$ cat src/rtl/mii_rx_deframer.sv
// MII receive deframer: strips preamble/SFD, assembles nibbles into bytes and
// pushes them into the PHY RX FIFO with an end-of-frame delimiter tag.
module mii_rx_deframer #(
  parameter int MAX_BYTES = 1518
) (
  input  logic        clk,
  input  logic        rst,
  input  logic        rx_ce,
  input  logic        rx_dv,
  input  logic        rx_er,
  input  logic [3:0]  rxd,
  output logic [7:0]  fifo_din,
  output logic        fifo_wren,
  output logic        fifo_del,
  input  logic        fifo_full,
  output logic [15:0] stat_frames,
  output logic [15:0] stat_errors
);

  localparam int CW = $clog2(MAX_BYTES + 1);

  typedef enum logic [2:0] {
    S_IDLE,
    S_PREAMBLE,
    S_DATA,
    S_CLOSE,
    S_WAIT_IDLE
  } state_t;

  state_t        r_state, w_state_n;
  logic [7:0]    r_hold, w_hold_n;
  logic          r_hold_vld, w_hold_vld_n;
  logic [3:0]    r_lo, w_lo_n;
  logic          r_phase, w_phase_n;
  logic [CW-1:0] r_cnt, w_cnt_n;
  logic [7:0]    r_din;
  logic          r_wren, r_del;
  logic [15:0]   r_frames, r_errors;

  logic          w_wren, w_del;
  logic [7:0]    w_din;
  logic          w_inc_frm, w_inc_err;
  logic          w_at_max, w_any_written;
  logic          w_frame_end;

  assign w_at_max      = (r_cnt == CW'(MAX_BYTES));
  // The held byte is never yet written, so bytes already in the FIFO = r_cnt - 1.
  assign w_any_written = (r_cnt > CW'(1));
  assign w_frame_end   = !rx_dv || rx_er || (r_phase && w_at_max);

  always_comb begin
    w_state_n    = r_state;
    w_hold_n     = r_hold;
    w_hold_vld_n = r_hold_vld;
    w_lo_n       = r_lo;
    w_phase_n    = r_phase;
    w_cnt_n      = r_cnt;
    w_wren       = 1'b0;
    w_del        = 1'b0;
    w_din        = '0;
    w_inc_frm    = 1'b0;
    w_inc_err    = 1'b0;

    unique case (r_state)
      S_IDLE: begin
        if (rx_ce && rx_dv) begin
          if (rxd == 4'h5) begin
            w_state_n = S_PREAMBLE;
          end else begin
            w_state_n = S_WAIT_IDLE;
            w_inc_err = 1'b1;
          end
        end
      end

      S_PREAMBLE: begin
        if (rx_ce) begin
          if (!rx_dv) begin
            w_state_n = S_IDLE;
            w_inc_err = 1'b1;
          end else if (rx_er || (rxd != 4'h5 && rxd != 4'hD)) begin
            w_state_n = S_WAIT_IDLE;
            w_inc_err = 1'b1;
          end else if (rxd == 4'hD) begin
            w_state_n    = S_DATA;
            w_cnt_n      = '0;
            w_phase_n    = 1'b0;
            w_hold_vld_n = 1'b0;
          end
        end
      end

      S_DATA: begin
        if (rx_ce) begin
          if (w_frame_end) begin
            // Close / abort: flush the held byte as the delimiter, drop any partial nibble.
            w_hold_vld_n = 1'b0;
            w_phase_n    = 1'b0;
            if (r_hold_vld && fifo_full) begin
              w_inc_err = 1'b1;
              w_state_n = w_any_written ? S_CLOSE : S_WAIT_IDLE;
            end else begin
              if (r_hold_vld) begin
                w_wren = 1'b1;
                w_del  = 1'b1;
                w_din  = r_hold;
              end
              if (!rx_dv && r_hold_vld) w_inc_frm = 1'b1;
              else                      w_inc_err = 1'b1;
              w_state_n = rx_dv ? S_WAIT_IDLE : S_IDLE;
            end
          end else if (!r_phase) begin
            w_lo_n    = rxd;
            w_phase_n = 1'b1;
          end else begin
            w_phase_n = 1'b0;
            if (r_hold_vld && fifo_full) begin
              w_hold_vld_n = 1'b0;
              w_inc_err    = 1'b1;
              w_state_n    = w_any_written ? S_CLOSE : S_WAIT_IDLE;
            end else begin
              if (r_hold_vld) begin
                w_wren = 1'b1;
                w_din  = r_hold;
              end
              w_hold_n     = {rxd, r_lo};
              w_hold_vld_n = 1'b1;
              w_cnt_n      = r_cnt + CW'(1);
            end
          end
        end
      end

      S_CLOSE: begin
        if (!fifo_full) begin
          w_wren    = 1'b1;
          w_del     = 1'b1;
          w_din     = '0;
          w_state_n = rx_dv ? S_WAIT_IDLE : S_IDLE;
        end
      end

      S_WAIT_IDLE: begin
        if (rx_ce && !rx_dv) w_state_n = S_IDLE;
      end

      default: w_state_n = S_IDLE;
    endcase
  end

  always_ff @(posedge clk) begin
    if (rst) begin
      r_state    <= S_IDLE;
      r_hold     <= '0;
      r_hold_vld <= 1'b0;
      r_lo       <= '0;
      r_phase    <= 1'b0;
      r_cnt      <= '0;
      r_wren     <= 1'b0;
      r_del      <= 1'b0;
      r_din      <= '0;
      r_frames   <= '0;
      r_errors   <= '0;
    end else begin
      r_state    <= w_state_n;
      r_hold     <= w_hold_n;
      r_hold_vld <= w_hold_vld_n;
      r_lo       <= w_lo_n;
      r_phase    <= w_phase_n;
      r_cnt      <= w_cnt_n;
      r_wren     <= w_wren;
      r_del      <= w_wren & w_del;
      r_din      <= w_din;
      if (w_inc_frm && r_frames != '1) r_frames <= r_frames + 16'd1;
      if (w_inc_err && r_errors != '1) r_errors <= r_errors + 16'd1;
    end
  end

  assign fifo_din    = r_din;
  assign fifo_wren   = r_wren;
  assign fifo_del    = r_del;
  assign stat_frames = r_frames;
  assign stat_errors = r_errors;

endmodule

$ cat config.mk
export PLATFORM = sky130hd
export DESIGN_NAME = mii_rx_deframer
export DESIGN_NICKNAME = d
export VERILOG_FILES = /design/src/rtl/mii_rx_deframer.sv
export SDC_FILE = /design/constraint.sdc
export NUM_CORES = 1
export LEC_CHECK = 0
export CAP_MARGIN = 20
export CELL_PAD_IN_SITES_DETAIL_PLACEMENT = 0
export CELL_PAD_IN_SITES_GLOBAL_PLACEMENT = 1
export CORE_MARGIN = 5
export CORE_UTILIZATION = 40
export CTS_CLUSTER_SIZE = 25
export DETAILED_ROUTE_END_ITERATION = 7
export PLACE_DENSITY_LB_ADDON = 0.3
export SLEW_MARGIN = 40
export SYNTH_ARGS = -nofsm -noshare
export SYNTH_HDL_FRONTEND = slang
export SYNTH_SLANG_ARGS = --single-unit
$ cat constraint.sdc
create_clock -name clk -period 6.15 [get_ports clk]
set_clock_uncertainty 0.05 [all_clocks]
set_input_delay 1.5375 -clock clk [delete_from_list [all_inputs] [get_ports clk]]
set_output_delay 1.5375 -clock clk [all_outputs]
set_load 0.01 [all_outputs]
==> metrics.yaml <==
synth_flop_cell: "dfxtp_1"
maxCapViolations: 0
async_flop_share: 0
tns_ns: 0
whs_ns: 0.411
synth-seq-cells: 70
cp-start-kind: "input port"
vias_per_cell: 5.31
initial_core_util: 0.406
ioPinCount: 52
antenna_cells: 0
finalHoldViolations: 0
multiInputGateArea_um2: 1990
first_iter_violations: 80
rows: 34
seqCellArea_um2: 1400
cts_resized: 0
required_ns: 6.38
insertion_delay_ns: 0.35
synth_most_common_cell: "dfxtp_1"
drv_slew: 0
die_width_um: 104
cts_tree: "done"
synth_edf_count: 0
grt_max_degree: 29
cp_max_fo: 11
status: "finished clean"
grt_pass1_wl_um: 13600
numCtsBuffers: 9
drt-total-wl_um: 7990
worstPathArrival_ns: 4.03
wl_per_cell_um: 14.6
antenna_found_initial: 0
drc_errors: 0
yosysUniqueCellTypes: 65
synth_top_area_share: 0.399
yosysWarnings: 0
dr.pass1.iters: 4
syn_area_um2: 3510
postCtsSetupRepairBufs: 0
max_clock_freq_ghz: 0.262
dieArea_um2: 10700
place_inst: 531
vdd.ir_drop.worst_uv: 126
p_per_area_nw_per_um2: 210
critical_path_class: "input port to flop"
routabilityCongestion: 0.830
cts_root_buf: "clkbuf_8"
finalWorstPathRequiredPeriod_ns: 3.81
vias: 2902
syn-num-nets: 400
grt_pass1_vias: 2760
clk_pin_slew_ns: 0.08
core-area_um2: 8640
grt_overflow_total: 0
clock_sinks: 70
syn_avg_cell_area_um2: 9.11
cts_max_path_buffers: 2
fin_crit_sh: 0.619
worstMarginPinSlew_ns: 0.719
worst_setup_path_end_kind: "flop"
port_buffers: 51
ys_seq_area_frac: 0.399
setup_violations: 0
nFillCells: 823
yosys-top-cells-count: "dfxtp_1 (70), nor2_1 (61), nand2_1 (19)"
antenna_left: 0
total_power_mw: 0.909
synthCells: 385
drive_gt1_frac: 0.116
synth_top_cells_by_area: "dfxtp_1 (40%), nor2_1 (6.5%), mux2i_1 (4.3%)"
htree_levels: 3
die_h_um: 104
min_path_type: "flop to flop"
hold_buffers: 0
p_leak_nw: 1.52
dpl.hpwl_um: 5600
final_cells: 547
nets: 449
rsz0062_at_grt: "no"
slew_headroom: 0.521
syn_to_final_growth_pct: 23.3
synth_area_leader_cell: "dfxtp_1"
grt_use_total: 0.148
-- stage by stage --
stage	cell area, um2	util	worst slack, ns
after global routing	4320	0.501	2.15
after global placement	4090	0.474	1.84
after detailed placement	4090	0.474	1.80
after CTS	4320	0.500	2.15
final	4320	0.501	2.34
after floorplan	3510	-	2.95
-- sequential cells by signal, indices dropped and copies added (netlist names) --
signal / flops
fifo_del: 1
fifo_din: 8
fifo_wren: 1
r_cnt: 11
r_hold: 8
r_hold_vld: 1
r_lo: 4
r_phase: 1
r_state: 3
stat_errors: 16
stat_frames: 16
-- final cells by class --
type | count | area share
clock buffers | 11 | 0.0327
inverters | 12 | 0.0104
repair buffers | 54 | 0.122
clock inverters | 5 | 0.0188
flip-flops and latches | 70 | 0.324
well taps | 108 | 0.0313
multi-input cells | 287 | 0.461
-- cell usage in the layout, fill, tap and decap left out, types with 3 or more instances in the layout --
| cell type | n |
|---|---|
| dfxtp_1 | 70 |
| nor2_1 | 61 |
| clkdlybuf4s50_1 | 50 |
| nand2_1 | 19 |
| xor2_1 | 17 |
| a21oi_1 | 15 |
| mux2i_1 | 15 |
| xnor2_1 | 13 |
| nand3_1 | 13 |
| inv_1 | 12 |
| and2_1 | 12 |
| nand4_1 | 11 |
| o21ai_0 | 10 |
| clkbuf_8 | 10 |
| nor3_1 | 8 |
| and3_1 | 7 |
| or3_1 | 5 |
| ha_1 | 5 |
| nor4_4 | 4 |
| and4_1 | 4 |
| nor3_2 | 4 |
| o2111ai_1 | 4 |
| o31ai_1 | 4 |
| nand2b_1 | 3 |
| nor3b_1 | 3 |
| o21ai_2 | 3 |
| nor4_2 | 3 |
| nor4_1 | 3 |
| o211ai_1 | 3 |
| buf_4 | 3 |
-- power by group --
part	internal (mW)	switching, mW	leakage, nW	total (mW)
registers	0.454	0.00212	0.564	0.456
clock network	0.240	0.178	0.110	0.418
logic	0.0132	0.0211	0.841	0.0343
-- cell families after synthesis --
kind of cell,synth area share
flip-flops,0.399
AO/OA/AOI/OAI,0.132
multiplexers,0.0492
adder cells (fa/ha/maj),0.0178
AND/OR/NAND/NOR,0.290
XOR/XNOR,0.0749
buffers and inverters,0.0367
-- metal layers --
metal | global-route usage | share of wire | vias to the layer above | wire length, um
met4 | 0.0527 | 0.015 | 0 | 119
met3 | 0.0417 | 0.049 | 11 | 395
met1 | 0.200 | 0.49 | 1377 | 3930
met5 | 0 | 0 | - | 0
li1 | - | - | 1462 | -
met2 | 0.226 | 0.44 | 52 | 3550
-- final timing paths --
kind | startpoint | to | slack, ns | cells after the start
worst max register to register | r_cnt[1]$_SDFFE_PP0P_ | stat_errors[14]$_SDFFE_PP0P_ | 3.62 | 7
worst min register to register | r_hold[0]$_SDFFE_PP0P_ | fifo_din[0]$_SDFF_PP0_ | 0.41 | 1
worst max-delay path | rx_dv | stat_errors[14]$_SDFFE_PP0P_ | 2.34 | 7
worst min-delay path | r_hold[0]$_SDFFE_PP0P_ | fifo_din[0]$_SDFF_PP0_ | 0.41 | 1
-- worst max-delay path, stage by stage --
cell and delay (ns):
clkdlybuf4s50_1 0.62, nand2b_1 0.34, a21oi_1 0.12, a211oi_4 0.56, o21ai_1 0.20, or4_1 0.49
a21oi_1 0.15
Power figures use the tool's default switching activity.
